File: src/rtl/axi4_lite_pkg.sv
// ----------------------------------------------------------------------------
// axi4_lite_pkg
// Shared types for the AXI4-Lite register file slice.
//   resp_t     : AXI response codes returned on B and R.
//   wr_state_t : write-side FSM states.
//   rd_state_t : read-side FSM states.
//   idxWidth() : register index width for a given register count (min 1 bit).
// ----------------------------------------------------------------------------
package axi4_lite_pkg;

  typedef enum logic [1:0] {
    OKAY   = 2'b00,
    EXOKAY = 2'b01,
    SLVERR = 2'b10,
    DECERR = 2'b11
  } resp_t;

  typedef enum logic {
    WR_IDLE = 1'b0,
    WR_RESP = 1'b1
  } wr_state_t;

  typedef enum logic {
    RD_IDLE = 1'b0,
    RD_RESP = 1'b1
  } rd_state_t;

  // A single register still needs a one-bit index so that vectors never
  // collapse to zero width.
  function automatic int idxWidth(input int numRegs);
    return (numRegs > 1) ? $clog2(numRegs) : 1;
  endfunction

endpackage

File: src/rtl/axi4_lite_regfile_if.sv
// ----------------------------------------------------------------------------
// axi4_lite_regfile_if
// AXI4-Lite bus bundle (AW, W, B, AR, R channels).
//   slave  modport : used by the register file.
//   master modport : used by whatever drives the bus (e.g. a testbench).
// ----------------------------------------------------------------------------
interface axi4_lite_regfile_if #(
  parameter int ADDR_WIDTH = 32,
  parameter int DATA_WIDTH = 32
);

  logic [ADDR_WIDTH-1:0]   s_awaddr;
  logic                    s_awvalid;
  logic                    s_awready;
  logic [DATA_WIDTH-1:0]   s_wdata;
  logic [DATA_WIDTH/8-1:0] s_wstrb;
  logic                    s_wvalid;
  logic                    s_wready;
  logic [1:0]              s_bresp;
  logic                    s_bvalid;
  logic                    s_bready;
  logic [ADDR_WIDTH-1:0]   s_araddr;
  logic                    s_arvalid;
  logic                    s_arready;
  logic [DATA_WIDTH-1:0]   s_rdata;
  logic [1:0]              s_rresp;
  logic                    s_rvalid;
  logic                    s_rready;

  modport slave (
    input  s_awaddr, s_awvalid, output s_awready,
    input  s_wdata, s_wstrb, s_wvalid, output s_wready,
    output s_bresp, s_bvalid, input  s_bready,
    input  s_araddr, s_arvalid, output s_arready,
    output s_rdata, s_rresp, s_rvalid, input  s_rready
  );

  modport master (
    output s_awaddr, s_awvalid, input  s_awready,
    output s_wdata, s_wstrb, s_wvalid, input  s_wready,
    input  s_bresp, s_bvalid, output s_bready,
    output s_araddr, s_arvalid, input  s_arready,
    input  s_rdata, s_rresp, s_rvalid, output s_rready
  );

endinterface

File: src/rtl/axi4_lite_wr_ctrl.sv
// ----------------------------------------------------------------------------
// axi4_lite_wr_ctrl
// Write side of the register file: captures AW and W independently, decodes
// the target register, produces the B response and a commit strobe for the
// storage array.
//   clk, rst              : clock, async active-high reset
//   i_aw*/o_awready       : write address channel
//   i_w*/o_wready         : write data channel
//   o_bresp/o_bvalid/i_bready : write response channel
//   o_commit              : one-cycle strobe, an OKAY write lands this edge
//   o_idx/o_wdata/o_wstrb : target register, data and byte enables
// ----------------------------------------------------------------------------
module axi4_lite_wr_ctrl
  import axi4_lite_pkg::*;
#(
  parameter int ADDR_WIDTH = 32,
  parameter int DATA_WIDTH = 32,
  parameter int NUM_REGS   = 16,
  parameter logic [NUM_REGS-1:0] RO_MASK = '0,
  localparam int STRB_W    = DATA_WIDTH / 8,
  localparam int IDX_W     = idxWidth(NUM_REGS)
) (
  input  logic                  clk,
  input  logic                  rst,
  input  logic [ADDR_WIDTH-1:0] i_awaddr,
  input  logic                  i_awvalid,
  output logic                  o_awready,
  input  logic [DATA_WIDTH-1:0] i_wdata,
  input  logic [STRB_W-1:0]     i_wstrb,
  input  logic                  i_wvalid,
  output logic                  o_wready,
  output logic [1:0]            o_bresp,
  output logic                  o_bvalid,
  input  logic                  i_bready,
  output logic                  o_commit,
  output logic [IDX_W-1:0]      o_idx,
  output logic [DATA_WIDTH-1:0] o_wdata,
  output logic [STRB_W-1:0]     o_wstrb
);

  localparam int ADDR_LSB = $clog2(STRB_W);

  wr_state_t             r_state;
  wr_state_t             w_nextState;
  logic                  r_awHeld;
  logic                  r_wHeld;
  logic [ADDR_WIDTH-1:0] r_awAddr;
  logic [DATA_WIDTH-1:0] r_wData;
  logic [STRB_W-1:0]     r_wStrb;
  logic                  r_bvalid;
  resp_t                 r_bresp;

  logic                  w_awHs;
  logic                  w_wHs;
  logic                  w_commit;
  logic [ADDR_WIDTH-1:0] w_addr;
  logic [ADDR_WIDTH-1:0] w_idxFull;
  logic                  w_inRange;
  resp_t                 w_resp;

  // Readiness depends only on registered state, so no valid input can
  // ripple combinationally into a ready output.
  assign o_awready = (r_state == WR_IDLE) && !r_awHeld;
  assign o_wready  = (r_state == WR_IDLE) && !r_wHeld;
  assign w_awHs    = i_awvalid && o_awready;
  assign w_wHs     = i_wvalid && o_wready;

  // A beat captured in an earlier cycle wins; otherwise use the live bus so a
  // beat arriving at the commit edge needs no extra cycle.
  assign w_addr    = r_awHeld ? r_awAddr : i_awaddr;
  assign o_wdata   = r_wHeld  ? r_wData  : i_wdata;
  assign o_wstrb   = r_wHeld  ? r_wStrb  : i_wstrb;
  assign w_commit  = (r_state == WR_IDLE) && (r_awHeld || w_awHs) && (r_wHeld || w_wHs);

  // Decode: whole shifted address is range-checked so aliases above the
  // register count never wrap onto a real register.
  assign w_idxFull = w_addr >> ADDR_LSB;
  assign w_inRange = w_idxFull < ADDR_WIDTH'(NUM_REGS);
  assign o_idx     = w_idxFull[IDX_W-1:0];

  always_comb begin
    w_resp = OKAY;
    if (!w_inRange)
      w_resp = DECERR;
    else if (RO_MASK[o_idx])
      w_resp = SLVERR;
  end

  assign o_commit = w_commit && (w_resp == OKAY);
  assign o_bvalid = r_bvalid;
  assign o_bresp  = r_bresp;

  // Write FSM state register.
  always_ff @(posedge clk or posedge rst) begin
    if (rst)
      r_state <= WR_IDLE;
    else
      r_state <= w_nextState;
  end

  // Write FSM next state: leave idle at the commit edge, return once the
  // response has been accepted.
  always_comb begin
    w_nextState = r_state;
    case (r_state)
      WR_IDLE: if (w_commit) w_nextState = WR_RESP;
      WR_RESP: if (i_bready) w_nextState = WR_IDLE;
      default: w_nextState = WR_IDLE;
    endcase
  end

  // Holding registers and the B response. Both holding registers stay
  // marked full through the response phase and are released together on
  // the bready edge, which keeps both readys low while B is outstanding.
  always_ff @(posedge clk or posedge rst) begin
    if (rst) begin
      r_awHeld <= 1'b0;
      r_wHeld  <= 1'b0;
      r_awAddr <= '0;
      r_wData  <= '0;
      r_wStrb  <= '0;
      r_bvalid <= 1'b0;
      r_bresp  <= OKAY;
    end else begin
      case (r_state)
        WR_IDLE: begin
          if (w_awHs) begin
            r_awHeld <= 1'b1;
            r_awAddr <= i_awaddr;
          end
          if (w_wHs) begin
            r_wHeld <= 1'b1;
            r_wData <= i_wdata;
            r_wStrb <= i_wstrb;
          end
          if (w_commit) begin
            r_bvalid <= 1'b1;
            r_bresp  <= w_resp;
          end
        end
        WR_RESP: begin
          if (i_bready) begin
            r_bvalid <= 1'b0;
            r_awHeld <= 1'b0;
            r_wHeld  <= 1'b0;
          end
        end
        default: ;
      endcase
    end
  end

endmodule

File: src/rtl/axi4_lite_regfile.sv
// ----------------------------------------------------------------------------
// axi4_lite_regfile
// Parametrised AXI4-Lite slave register file with per-register read-only
// control, parallel register export and per-register write pulses.
//   clk, rst      : clock, async active-high reset
//   bus           : AXI4-Lite slave port (AW, W, B, AR, R)
//   reg_q         : all registers, register i at [i*DATA_WIDTH +: DATA_WIDTH]
//   reg_wr_pulse  : bit i high for one cycle after a successful write to i
// ----------------------------------------------------------------------------
module axi4_lite_regfile
  import axi4_lite_pkg::*;
#(
  parameter int ADDR_WIDTH = 32,
  parameter int DATA_WIDTH = 32,
  parameter int NUM_REGS   = 16,
  parameter logic [NUM_REGS-1:0] RO_MASK = '0
) (
  input  logic                           clk,
  input  logic                           rst,
  axi4_lite_regfile_if.slave             bus,
  output logic [NUM_REGS*DATA_WIDTH-1:0] reg_q,
  output logic [NUM_REGS-1:0]            reg_wr_pulse
);

  localparam int STRB_W   = DATA_WIDTH / 8;
  localparam int IDX_W    = idxWidth(NUM_REGS);
  localparam int ADDR_LSB = $clog2(STRB_W);

  logic [DATA_WIDTH-1:0] r_regs [NUM_REGS];
  logic [NUM_REGS-1:0]   r_wrPulse;
  rd_state_t             r_rdState;
  rd_state_t             w_rdNext;
  logic [DATA_WIDTH-1:0] r_rdata;
  resp_t                 r_rresp;
  logic                  r_rvalid;

  logic                  w_commit;
  logic [IDX_W-1:0]      w_idx;
  logic [DATA_WIDTH-1:0] w_wdata;
  logic [STRB_W-1:0]     w_wstrb;
  logic                  w_arHs;
  logic [ADDR_WIDTH-1:0] w_arIdxFull;
  logic [IDX_W-1:0]      w_arIdx;
  logic                  w_arInRange;

  axi4_lite_wr_ctrl #(
    .ADDR_WIDTH (ADDR_WIDTH),
    .DATA_WIDTH (DATA_WIDTH),
    .NUM_REGS   (NUM_REGS),
    .RO_MASK    (RO_MASK)
  ) u_wrCtrl (
    .clk       (clk),
    .rst       (rst),
    .i_awaddr  (bus.s_awaddr),
    .i_awvalid (bus.s_awvalid),
    .o_awready (bus.s_awready),
    .i_wdata   (bus.s_wdata),
    .i_wstrb   (bus.s_wstrb),
    .i_wvalid  (bus.s_wvalid),
    .o_wready  (bus.s_wready),
    .o_bresp   (bus.s_bresp),
    .o_bvalid  (bus.s_bvalid),
    .i_bready  (bus.s_bready),
    .o_commit  (w_commit),
    .o_idx     (w_idx),
    .o_wdata   (w_wdata),
    .o_wstrb   (w_wstrb)
  );

  // Storage array: byte-lane merge on commit, one-hot write pulse that is
  // cleared every cycle it is not re-armed.
  always_ff @(posedge clk or posedge rst) begin
    if (rst) begin
      for (int i = 0; i < NUM_REGS; i++)
        r_regs[i] <= '0;
      r_wrPulse <= '0;
    end else begin
      r_wrPulse <= '0;
      if (w_commit) begin
        for (int b = 0; b < STRB_W; b++)
          if (w_wstrb[b])
            r_regs[w_idx][b*8 +: 8] <= w_wdata[b*8 +: 8];
        r_wrPulse[w_idx] <= 1'b1;
      end
    end
  end

  // Flatten the array onto the export bus.
  always_comb begin
    reg_q = '0;
    for (int i = 0; i < NUM_REGS; i++)
      reg_q[i*DATA_WIDTH +: DATA_WIDTH] = r_regs[i];
  end

  assign reg_wr_pulse = r_wrPulse;

  // Read decode mirrors the write side; out-of-range reads return zero.
  assign bus.s_arready = (r_rdState == RD_IDLE);
  assign w_arHs        = bus.s_arvalid && bus.s_arready;
  assign w_arIdxFull   = bus.s_araddr >> ADDR_LSB;
  assign w_arInRange   = w_arIdxFull < ADDR_WIDTH'(NUM_REGS);
  assign w_arIdx       = w_arIdxFull[IDX_W-1:0];

  // Read FSM state register.
  always_ff @(posedge clk or posedge rst) begin
    if (rst)
      r_rdState <= RD_IDLE;
    else
      r_rdState <= w_rdNext;
  end

  // Read FSM next state.
  always_comb begin
    w_rdNext = r_rdState;
    case (r_rdState)
      RD_IDLE: if (w_arHs) w_rdNext = RD_RESP;
      RD_RESP: if (bus.s_rready) w_rdNext = RD_IDLE;
      default: w_rdNext = RD_IDLE;
    endcase
  end

  // Read data capture. Sampling r_regs at the handshake edge naturally
  // returns the pre-write value when a write commits on the same edge.
  always_ff @(posedge clk or posedge rst) begin
    if (rst) begin
      r_rdata  <= '0;
      r_rresp  <= OKAY;
      r_rvalid <= 1'b0;
    end else if (r_rdState == RD_IDLE) begin
      if (w_arHs) begin
        r_rdata  <= w_arInRange ? r_regs[w_arIdx] : '0;
        r_rresp  <= w_arInRange ? OKAY : DECERR;
        r_rvalid <= 1'b1;
      end
    end else if (bus.s_rready) begin
      r_rvalid <= 1'b0;
    end
  end

  assign bus.s_rdata  = r_rdata;
  assign bus.s_rresp  = r_rresp;
  assign bus.s_rvalid = r_rvalid;

endmodule

File: src/flat_wrapper.sv
// flat-port wrapper written by rule: the top's interface ports become plain ports
module axi4_lite_regfile_flat import axi4_lite_pkg::*;
#(
  parameter int ADDR_WIDTH = 32,
  parameter int DATA_WIDTH = 32,
  parameter int NUM_REGS   = 16,
  parameter logic [NUM_REGS-1:0] RO_MASK = '0
)
  (clk, rst, reg_q, reg_wr_pulse, bus_s_awaddr, bus_s_awvalid, bus_s_awready, bus_s_wdata, bus_s_wstrb, bus_s_wvalid, bus_s_wready, bus_s_bresp, bus_s_bvalid, bus_s_bready, bus_s_araddr, bus_s_arvalid, bus_s_arready, bus_s_rdata, bus_s_rresp, bus_s_rvalid, bus_s_rready);
  axi4_lite_regfile_if #(.ADDR_WIDTH(ADDR_WIDTH), .DATA_WIDTH(DATA_WIDTH)) bus_i ();
  input  logic clk;
  input  logic rst;
  output logic [NUM_REGS*DATA_WIDTH-1:0] reg_q;
  output logic [NUM_REGS-1:0] reg_wr_pulse;
  input wire logic [$bits(bus_i.s_awaddr)-1:0] bus_s_awaddr;
  input wire logic [$bits(bus_i.s_awvalid)-1:0] bus_s_awvalid;
  output wire logic [$bits(bus_i.s_awready)-1:0] bus_s_awready;
  input wire logic [$bits(bus_i.s_wdata)-1:0] bus_s_wdata;
  input wire logic [$bits(bus_i.s_wstrb)-1:0] bus_s_wstrb;
  input wire logic [$bits(bus_i.s_wvalid)-1:0] bus_s_wvalid;
  output wire logic [$bits(bus_i.s_wready)-1:0] bus_s_wready;
  output wire logic [$bits(bus_i.s_bresp)-1:0] bus_s_bresp;
  output wire logic [$bits(bus_i.s_bvalid)-1:0] bus_s_bvalid;
  input wire logic [$bits(bus_i.s_bready)-1:0] bus_s_bready;
  input wire logic [$bits(bus_i.s_araddr)-1:0] bus_s_araddr;
  input wire logic [$bits(bus_i.s_arvalid)-1:0] bus_s_arvalid;
  output wire logic [$bits(bus_i.s_arready)-1:0] bus_s_arready;
  output wire logic [$bits(bus_i.s_rdata)-1:0] bus_s_rdata;
  output wire logic [$bits(bus_i.s_rresp)-1:0] bus_s_rresp;
  output wire logic [$bits(bus_i.s_rvalid)-1:0] bus_s_rvalid;
  input wire logic [$bits(bus_i.s_rready)-1:0] bus_s_rready;
  assign bus_i.s_awaddr = bus_s_awaddr;
  assign bus_i.s_awvalid = bus_s_awvalid;
  assign bus_s_awready = bus_i.s_awready;
  assign bus_i.s_wdata = bus_s_wdata;
  assign bus_i.s_wstrb = bus_s_wstrb;
  assign bus_i.s_wvalid = bus_s_wvalid;
  assign bus_s_wready = bus_i.s_wready;
  assign bus_s_bresp = bus_i.s_bresp;
  assign bus_s_bvalid = bus_i.s_bvalid;
  assign bus_i.s_bready = bus_s_bready;
  assign bus_i.s_araddr = bus_s_araddr;
  assign bus_i.s_arvalid = bus_s_arvalid;
  assign bus_s_arready = bus_i.s_arready;
  assign bus_s_rdata = bus_i.s_rdata;
  assign bus_s_rresp = bus_i.s_rresp;
  assign bus_s_rvalid = bus_i.s_rvalid;
  assign bus_i.s_rready = bus_s_rready;
  axi4_lite_regfile #(.ADDR_WIDTH(ADDR_WIDTH), .DATA_WIDTH(DATA_WIDTH), .NUM_REGS(NUM_REGS), .RO_MASK(RO_MASK)) u_core (.clk(clk), .rst(rst), .bus(bus_i), .reg_q(reg_q), .reg_wr_pulse(reg_wr_pulse));
endmodule
File: config.mk
export PLATFORM = sky130hd
export DESIGN_NAME = axi4_lite_regfile_flat
export DESIGN_NICKNAME = d
export VERILOG_FILES = /design/src/rtl/axi4_lite_pkg.sv /design/src/rtl/axi4_lite_regfile_if.sv /design/src/rtl/axi4_lite_wr_ctrl.sv /design/src/rtl/axi4_lite_regfile.sv /design/src/flat_wrapper.sv
export SDC_FILE = /design/constraint.sdc
export NUM_CORES = 1
export LEC_CHECK = 0
export CAP_MARGIN = 20
export CORE_UTILIZATION = 25
export CTS_CLUSTER_SIZE = 30
export DETAILED_ROUTE_END_ITERATION = 8
export PLACE_DENSITY = 0.45
export RECOVER_POWER = 100
export SLEW_MARGIN = 20
export SYNTH_ARGS = -nofsm -noshare
export SYNTH_HDL_FRONTEND = slang
export SYNTH_SLANG_ARGS = --single-unit
File: constraint.sdc
create_clock -name clk -period 24.6 [get_ports clk]
set_clock_uncertainty 0.05 [all_clocks]
set_input_delay 3.69 -clock clk [delete_from_list [all_inputs] [get_ports clk]]
set_output_delay 3.69 -clock clk [all_outputs]
set_load 0.03 [all_outputs]
### Word-level counts from Yosys, hierarchy flattened

Memories as Yosys holds them, arrays and structs flattened.
Index checks and enable logic that the tools add are counted.

* bits in registers: 638
* memories kept: 1
* input bits: 107
* ROM bits: 16
* logic and storage cells: 119
* output and inout bits: 569

Memories
* (no name shown): depth 16, bits a word 1, read ports 1, clocked after Yosys merged registers in 0, write ports 0, line axi4_lite_wr_ctrl.sv:85 `else if (RO_MASK[o_idx])`

* reduce and logical (&&, ||, !) cells: 24
* equal/unequal tests: 5
* mux-type cells: 49
* bitwise operators: 4
* order comparisons: 7

Operators by type and width (count)
* $mux 512: 7
* $bwmux 512: 4
* $demux 32 s4: 4
* $mux 32: 6
* $bmux 32 s4: 1
* $lt 30x5->1 const B: 2
* $mux 16: 2
* $mux 24: 1
* $reduce_and 2->1: 8
* $mux 1: 13
* $ge 5x5->1 const B: 2
* $logic_and 1x1->1: 10
* $ne 2x2->1 const B: 5
* $not 4->5: 2
* $pmux 1 s2: 5
* $mux 8: 1
* $mux 2: 3
* $lt 4x5->1 const B: 1
* $lt 5x1->1 const B: 1
* $demux 1 s4: 1
* $ge 4x1->1 const B: 1
* $mux 4: 1
* $logic_not 1->1: 2
* $logic_not 2->1: 1
* 3 further kinds: 5

### Longest topological paths before layout

Gate-level depths: netlist of run 1.

* depth after elaboration: 17
* gate-level depth with buffers: 9
* depth with buffers taken out: 5

### Hierarchy

A second synthesis of run 1 with hierarchy kept.

* cells, all modules: 2074
* area total of the unflattened synthesis: 28637.5 um^2

By module, submodules not included
* axi4_lite_regfile: cells an instance 1844, area an instance 25338.1 um^2, times used 1
* axi4_lite_wr_ctrl: cells an instance 230, area an instance 3299.4 um^2, times used 1

### Worst setup path after synthesis of run 1

No wires, ideal clock.

* kind: in2reg
* start point: input port bus_s_awaddr[27]
* end point: register u_core.r_regs, in the netlist u_core.reg_q[354]
* data required time: 24422 ps
* path buffers: 1
* library setup time: 128 ps
* setup slack: 18852 ps
* arrival time: 5570 ps
* cell stages on the path: 6
* cell sequence: nor4_1 -> nand4_4 -> a211oi_2 -> buf_4 -> nand4_4 -> mux2_1

* cells in the longest elaborated chain, start to end: 5

RTL lines
* start: declaration: line flat_wrapper.sv:15 `input wire logic [$bits(bus_i.s_awaddr)-1:0] bus_s_awaddr;`
* $mux 32: line axi4_lite_wr_ctrl.sv:70 `assign w_addr = r_awHeld ? r_awAddr : i_awaddr;`
* $lt 30x5->1: line axi4_lite_wr_ctrl.sv:78 `assign w_inRange = w_idxFull < ADDR_WIDTH'(NUM_REGS);`
* $mux 2: line axi4_lite_wr_ctrl.sv:83 `if (!w_inRange)`
* $logic_not 2->1: line axi4_lite_wr_ctrl.sv:89 `assign o_commit = w_commit && (w_resp == OKAY);`
* $logic_and 1x1->1: line axi4_lite_wr_ctrl.sv:89
* end signal: indexed assignment: line axi4_lite_regfile.sv:82 `r_regs[w_idx][b*8 +: 8] <= w_wdata[b*8 +: 8];`
* end: declaration: line axi4_lite_regfile.sv:29 `logic [DATA_WIDTH-1:0] r_regs [NUM_REGS];`

No other way between the ends.
A chain may end at the register's enable or synchronous reset.

==> results of run 1 <==
-- stage by stage --
step	power (mW)	setup slack, ns
floorplan	1.47	3.10
detailed placement	1.66	16.72
global route	2.95	9.75
CTS	2.88	17.42
global placement	1.65	16.89
finish	2.81	11.78
-- routing by layer --
layer,vias to the layer above,share of wire (%),GRT usage (%)
met5,-,0.068,0
met4,12,2.6,5.18
met3,151,6.6,5.64
met2,623,48,33.8
met1,10645,43,26.8
li1,8239,-,-
-- cells in the final DEF, fill, tap and decap left out, drive strengths merged, types with 14 or more instances in the layout --
cell type        n
dfrtp          634
mux2           613
dlygate4sd3    575
clkbuf         137
mux4           128
clkdlybuf4s50   94
a22oi           64
nand3           56
nand2           38
a22o            33
buf             23
nor2            22
nand4           19
nor4            14
-- Yosys cell counts, drive strengths merged, types with 3 or more instances --
cell type	n
a211oi	7
a22oi	64
o21ai	7
nor2	22
mux4	128
a2111oi	3
dfrtp	634
buf	43
nor2b	7
nand3	56
a21oi	5
nor3	6
inv	11
nand3b	3
a22o	33
nand2b	4
nand2	38
nand4	19
mux2	613
clkbuf	71
nor4	14
-- power by group --
group          leakage (nW)  internal (mW)  switching [mW]
clock network          1.31          0.716           0.477
logic                  9.44          0.157           0.305
registers              8.70           1.10          0.0569
total                  19.4           1.98           0.839
-- sequential cells by signal (all words and copies together) (netlist names), 4 cells and up --
name / flops
u_core.u_wrCtrl.r_wData: 32
u_core.reg_wr_pulse: 16
u_core.u_wrCtrl.r_wStrb: 4
u_core.u_wrCtrl.r_awAddr: 30
u_core.bus.s_rdata: 32
u_core.reg_q: 512
-- logic make-up after synthesis --
logic type             synth area share [%]
multiplexers                           34.3
AO/OA/AOI/OAI                          3.70
buffers and inverters                  1.84
AND/OR/NAND/NOR                        4.54
flip-flops                             55.6
-- how the worst max path moves through the flow --
stage	end	cells after the start
2_1_floorplan	u_core.bus.s_rdata[0]	1
3_3_place_gp	u_core.reg_q[272]	5
3_5_place_dp	u_core.reg_q[272]	5
4_1_cts	u_core.reg_q[464]	5
5_1_grt	u_core.reg_q[260]	4
6_report	u_core.reg_q[260]	4
-- final cells by class --
type	instances	area (um2)
inverters	11	42.5
fillers	10894	73600
flip-flops and latches	634	15900
repair buffers	704	6930
diodes	2	5.00
clock buffers	125	2450
multi-input cells	1044	11900
clock inverters	21	200
well taps	1500	1880
==> results.cfg, run 1 <==
[placement]
numPortBuffers = 671
hpwl_um = 81200
dp.cells = 3893
gp_congestion = 0.775
dpl_cell_area_um2 = 37000

[cts]
cts-root-buf = clkbuf_16
clk_latency_ns = 0.65
cts_resized = 0
cts_sinks = 634
htreeDepth = 3
cts-hold-fix-buffers = 0
cts_tree = built
clkSlewWorstSetupHoldPaths_ns = 0.05
cts_buffers = 80
clockBufferDepth = 3
post_cts_buffers = 0

[global_route]
grt_pass1_vias = 21088
overflow = 0
antenna_found_initial = 10
track_usage_pct = 20.6
grt_max_degree = 133
grt_first_pass_wirelength_um = 170000

[worst_setup_path]
crit_top_cell = clkbuf_1
worst_ep_required_time_ns = 24.64
reg2reg_depth = 6
end_kind = async pin
cp.arrival_ns = 12.86
slowest_stage = clkinvlp_2
startpoint = rst
startpoint_type = primary input
slowest_delay_ns = 3.42
r2r_start = u_core.u_wrCtrl.r_wHeld
crit_type = in2async
r2r_slack_ns = 17.69
cp_max_fo = 132
cp.buffers_inverters = 4
reg2reg_to = u_core.reg_q[174]
path_cells = dlygate4sd3_1, clkinvlp_2, clkbuf_1, clkbuf_1
critPathTopFamily = buffers and inverters

[logic_synthesis]
async_flop_share_pct = 100
ys_ff_latch = 634
syn-instance-count = 1803
synth-seq-area-share_pct = 55.6
synth.area.top_cells = dfrtp_1 (56%), mux2_2 (23%), mux4_2 (10%)
synth_enable_flop_cells = 0
ys.flop_type = dfrtp_1
yosys_warnings = 0
synth_area_um2 = 28500
ys_types = 44
synth_top_area_share_pct = 55.6
synth_fp_nets = 1910
avgSynthCellArea_um2 = 15.8
synth_largest_area_cell = dfrtp_1

[floorplan]
start_util_pct = 25.3
die_w_um = 340
die_h_um = 340
ios = 676
die_area_um2 = 116000
row_count = 123
floorplan.core_area_um2 = 113000

[cells_and_area]
instances_no_fill = 4041
final_cell_area_um2 = 39300
synthToLayoutAreaGrowth_pct = 37.5
final_util_pct = 34.8
nets = 2582
drive_above_1_share_pct = 34.7

[detailed_routing]
via_per_inst = 4.87
vias = 19670
drtPass1Iterations = 5
drt_wl_total_um = 120000
drtIter0Drc = 899
drc = 0
postRouteAntennaNets = 0
wl_per_cell_um = 29.8

[timing]
max_clock_freq_ghz = 0.0780
tns_ns = 0
fin_crit_sh_pct = 52.1
finalHoldViolations = 0
worst_pin_slew_ns = 6.23
period_needed_ns = 12.82
relSlewSlack_pct = -318
report.final.slew_viol_count = 614
final-setup-viol-count = 0
rsz0062_at_grt = false
whs_ns = 0.441

[run_status]
violations = max-capacitance violations, max-slew violations
status = finished with violations

[power_and_ir_drop]
leakage_nw = 19.4
power.density_nw_per_um2 = 71.7
vdd_drop_max_mv = 0.0502

[min_path]
holdPathStages = 1
hp-class = reg2reg
worstHoldEndpoint = u_core.bus.s_rvalid
min_from = u_core.r_rdState

[job]
cap_viol_max_count = 11
No activity file was read; power rests on OpenSTA's default activity.
==> run 2, diff against run 1 <==
Settings changed: PLACE_DENSITY 0.45 to 0.46.
Clock period 24.6 ns to 11.6 ns, I/O delays scaled along.
==> results.cfg, run 2 (synthesis results as in run 1) <==
[worst_setup_path]
reg2reg_to = u_core.reg_q[258]
worst_ep_required_time_ns = 12.06
cp_max_fo = 33
startpoint_type = flip-flop
r2r_slack_ns = 3.84
reg2reg_depth = 7
end_kind = flip-flop
r2r_start = u_core.u_wrCtrl.r_wHeld
cp.arrival_ns = 8.22
crit_type = reg2reg

[power_and_ir_drop]
power_mw = 5.97
vdd_drop_max_mv = 0.115
leakage_nw = 19.5
p_sw_mw = 1.77
p_clk_share_pct = 42.4
swShare_pct = 29.7
p_seq_share_pct = 40.6
p_int_mw = 4.20
power.density_nw_per_um2 = 152
pwr-share-comb_pct = 17.0

[global_route]
grt_pass1_vias = 21065
antenna_found_initial = 6
track_usage_pct = 20.7
grt_first_pass_wirelength_um = 170000
grt_max_degree = 159
overflow = 0

[cells_and_area]
mostFrequentLayoutCells = dfrtp_1 (634), mux2_2 (579), dlygate4sd3_1 (575), mux4_2 (128), clkdlybuf4s50_1 (94)
final_common_cell = dfrtp_1
synthToLayoutAreaGrowth_pct = 37.7
final_cell_area_um2 = 39300
drive_above_1_share_pct = 34.7
largest_register_ffs = 512
nets = 2586
instances_no_fill = 4042

[detailed_routing]
drtPass1Iterations = 5
drc = 0
postRouteAntennaNets = 0
vias = 19559
drt_wl_total_um = 121000
wl_per_cell_um = 29.9
drtIter0Drc = 755
via_per_inst = 4.84

[timing]
report.final.slew_viol_count = 262
fin_crit_sh_pct = 66.9
tns_ns = 0
worst_pin_slew_ns = 3.14
setup_ws_ns = 3.84
relSlewSlack_pct = -110
final-setup-viol-count = 0
period_needed_ns = 7.76
max_clock_freq_ghz = 0.129
finalHoldViolations = 0
rsz0062_at_grt = false

[cts]
htreeDepth = 3
cts_tree = built
cts-hold-fix-buffers = 0
clockBufferDepth = 3
cts_sinks = 634
post_cts_buffers = 0
cts_resized = 0
cts_buffers = 79
clk_latency_ns = 0.64
clkSlewWorstSetupHoldPaths_ns = 0.06
cts-root-buf = clkbuf_16

[floorplan]
die_area_um2 = 116000
start_util_pct = 25.3
ios = 676
die_w_um = 340
floorplan.core_area_um2 = 113000
row_count = 123
die_h_um = 340

[placement]
dp.cells = 3896
gp_congestion = 0.792
numPortBuffers = 671
place_ws_ns = 5.68
hpwl_um = 83400
dpl_cell_area_um2 = 37100

[min_path]
holdPathStages = 1
min_from = u_core.r_rdState
worstHoldEndpoint = u_core.bus.s_rvalid
hp-class = reg2reg

[job]
cap_viol_max_count = 9

[run_status]
status = finished with violations
violations = max-capacitance violations, max-slew violations
run 2: how the worst max path moves through the flow:
| stage | from | endpoint | slack [ns] | cells after the start |
|---|---|---|---|---|
| CTS | bus_s_awaddr[27] | u_core.reg_q[346] | 6.36 | 6 |
| detailed placement | bus_s_awaddr[27] | u_core.reg_q[349] | 5.68 | 6 |
| global placement | bus_s_awaddr[27] | u_core.reg_q[351] | 5.71 | 6 |
| floorplan | rst | u_core.bus.s_rdata[0] | 1.15 | 1 |
| global route | u_core.u_wrCtrl.r_wHeld | u_core.reg_q[354] | 3.39 | 7 |
| finish | u_core.u_wrCtrl.r_wHeld | u_core.reg_q[258] | 3.84 | 7 |
run 2: per-layer routing:
layer  wire length [um]  GRT usage (%)  share of wire [%]  up-vias
li1                   -              -                  -     8248
met1              49600           25.5                 41    10498
met2              59000           34.5                 49      628
met3               8350           6.43                6.9      175
met4               3630           6.33                3.0       10
met5                 64              0              0.053        -
run 2: power by group through the flow:
stage | Combinational, mW | Clock (mW) | Sequential [mW]
floorplan | 0.688 | 0 | 2.44
global placement | 1.06 | 0 | 2.46
detailed placement | 1.08 | 0 | 2.47
CTS | 1.08 | 2.62 | 2.43
global route | 1.11 | 2.71 | 2.44
finish | 1.01 | 2.53 | 2.43
run 2: layout make-up:
type	count	area, um2
fillers	10910	73500
flip-flops and latches	634	15900
multi-input cells	1044	11900
repair buffers	709	6980
clock buffers	119	2390
well taps	1500	1880
clock inverters	24	274
inverters	11	45.0
diodes	1	2.50
run 2: critical path: stages (launching register included):
cell and delay (ns):
dfrtp_1 1.18, clkbuf_1 2.00, o221ai_1 0.40, clkbuf_1 0.43
a21oi_4 0.20, clkbuf_1 1.13, nand4_1 1.42, mux2_2 0.69
run 2: metrics by stage:
stage / hold slack (ns) / util (%)
after floorplan: 0.386 / -
after detailed placement: 0.427 / 32.9
final: 0.421 / 34.8
after CTS: 0.435 / 35.2
after global placement: 0.415 / 32.9
after global routing: 0.459 / 34.8
==> run 3, diff against run 2 <==
Clock period 11.6 ns to 6.2 ns, I/O delays scaled along.
==> results.cfg, run 3 (synthesis results as in run 1) <==
[cells_and_area]
n_fill_cell = 10884
final_util_pct = 35.1
mostFrequentLayoutCells = dfrtp_1 (633), mux2_2 (578), dlygate4sd3_1 (571), mux4_2 (128), clkdlybuf4s50_1 (98)
final_common_cell = dfrtp_1
largest_register_ffs = 512
synthToLayoutAreaGrowth_pct = 38.8
drive_above_1_share_pct = 35.1
nets = 2586

[worst_setup_path]
slowest_stage = clkbuf_1
cp.arrival_ns = 5.46
cp-endpoint = u_core.reg_q[196]
cp.depth = 7
crit_type = reg2reg
startpoint_type = flip-flop
reg2reg_to = u_core.reg_q[196]
end_kind = flip-flop
reg2reg_depth = 7
crit_top_cell = clkbuf_1
worst_ep_required_time_ns = 6.66
path_cells = clkbuf_1, nor4b_2, nand4_4, a211oi_1, clkbuf_1, nand3_1, mux2_2
critPathTopFamily = simple AND/OR/NAND/NOR gates
r2r_slack_ns = 1.20
cp.buffers_inverters = 2
slowest_delay_ns = 1.21
startpoint = u_core.u_wrCtrl.r_awHeld
r2r_start = u_core.u_wrCtrl.r_awHeld
cp_max_fo = 24

[timing]
relSlewSlack_pct = -135
period_needed_ns = 5.00
whs_ns = 0.444
report.final.slew_viol_count = 260
setup_ws_ns = 1.20
max_clock_freq_ghz = 0.200
fin_crit_sh_pct = 80.7
final-setup-viol-count = 0
worst_pin_slew_ns = 3.53
finalHoldViolations = 0
rsz0062_at_grt = false

[global_route]
track_usage_pct = 20.7
grt_pass1_vias = 21202
grt_first_pass_wirelength_um = 170000
antenna_found_initial = 8
grt_max_degree = 107
overflow = 0

[detailed_routing]
wl_met3_um = 8040
wl_per_cell_um = 29.9
postRouteAntennaNets = 0
vias = 19544
highest_layer = met5
drc = 0
drtIter0Drc = 947
wl_met2_um = 59500
drt_wl_total_um = 121000
route.layer.met1.wl_um = 49900
via_per_inst = 4.84
drtPass1Iterations = 5

[floorplan]
floorplan.core_area_um2 = 113000
die_area_um2 = 116000
ios = 676
die_h_um = 340
row_count = 123
start_util_pct = 25.3
die_w_um = 340

[cts]
cts_resized = 0
clkSlewWorstSetupHoldPaths_ns = 0.06
cts-hold-fix-buffers = 0
post_cts_buffers = 0
clockBufferDepth = 3
cts_tree = built
htreeDepth = 3
cts-root-buf = clkbuf_16
clk_latency_ns = 0.64
cts_sinks = 634
cts_buffers = 81

[power_and_ir_drop]
leakage_nw = 19.6
vdd_drop_max_mv = 0.211
power_mw = 11.5
power.density_nw_per_um2 = 290

[placement]
numPortBuffers = 671
gp_congestion = 0.786
hpwl_um = 83700
place_ws_ns = 1.11

[run_status]
status = finished with violations
violations = max-capacitance violations, max-slew violations

[job]
cap_viol_max_count = 7

[min_path]
hp-class = reg2reg
==> run 3: metal layers <==
layer  GRT usage (%)  up-vias
li1                -     8233
met1            25.6    10497
met2            34.6      633
met3            6.24      169
met4            6.15       12
met5               0        -
==> run 3: final cells by class <==
type,instances,area (um2),area share [%]
sequential,634,15900,40.1
timing repair buffer,707,7030,17.7
inverter,11,42.5,0.107
antenna,1,2.50,0.00632
multi-input combinational,1044,11900,30.1
tap,1500,1880,4.74
clock buffer,124,2500,6.33
clock inverter,18,340,0.859
==> run 3: worst min-delay path by stage <==
stage                                start                          end  depth (start not counted)
2_1_floorplan             u_core.r_rdState          u_core.bus.s_rvalid                          1
3_3_place_gp              u_core.r_rdState          u_core.bus.s_rvalid                          1
3_5_place_dp   u_core.u_wrCtrl.r_wData[13]  u_core.u_wrCtrl.r_wData[13]                          1
4_1_cts                   u_core.r_rdState          u_core.bus.s_rvalid                          1
5_1_grt             u_core.bus.s_rdata[15]       u_core.bus.s_rdata[15]                          1
6_report                  u_core.r_rdState          u_core.bus.s_rvalid                          1
==> run 3: where the power goes <==
part / total (mW) / internal [mW] / switching (mW)
Combinational: 1.83 / 0.606 / 1.22
Sequential: 4.61 / 4.38 / 0.229
Clock: 5.03 / 3.15 / 1.89
==> run 3: through the flow <==
| stage | cells | setup TNS, ns | instance area (um2) |
|---|---|---|---|
| after floorplan | 1803 | -2180.20 | 28500 |
| after global placement | 3896 | 0 | 37200 |
| after detailed placement | 3896 | 0 | 37200 |
| after CTS | 4038 | 0 | 40000 |
| after global routing | 4038 | 0 | 39600 |
| final | 4039 | 0 | 39600 |
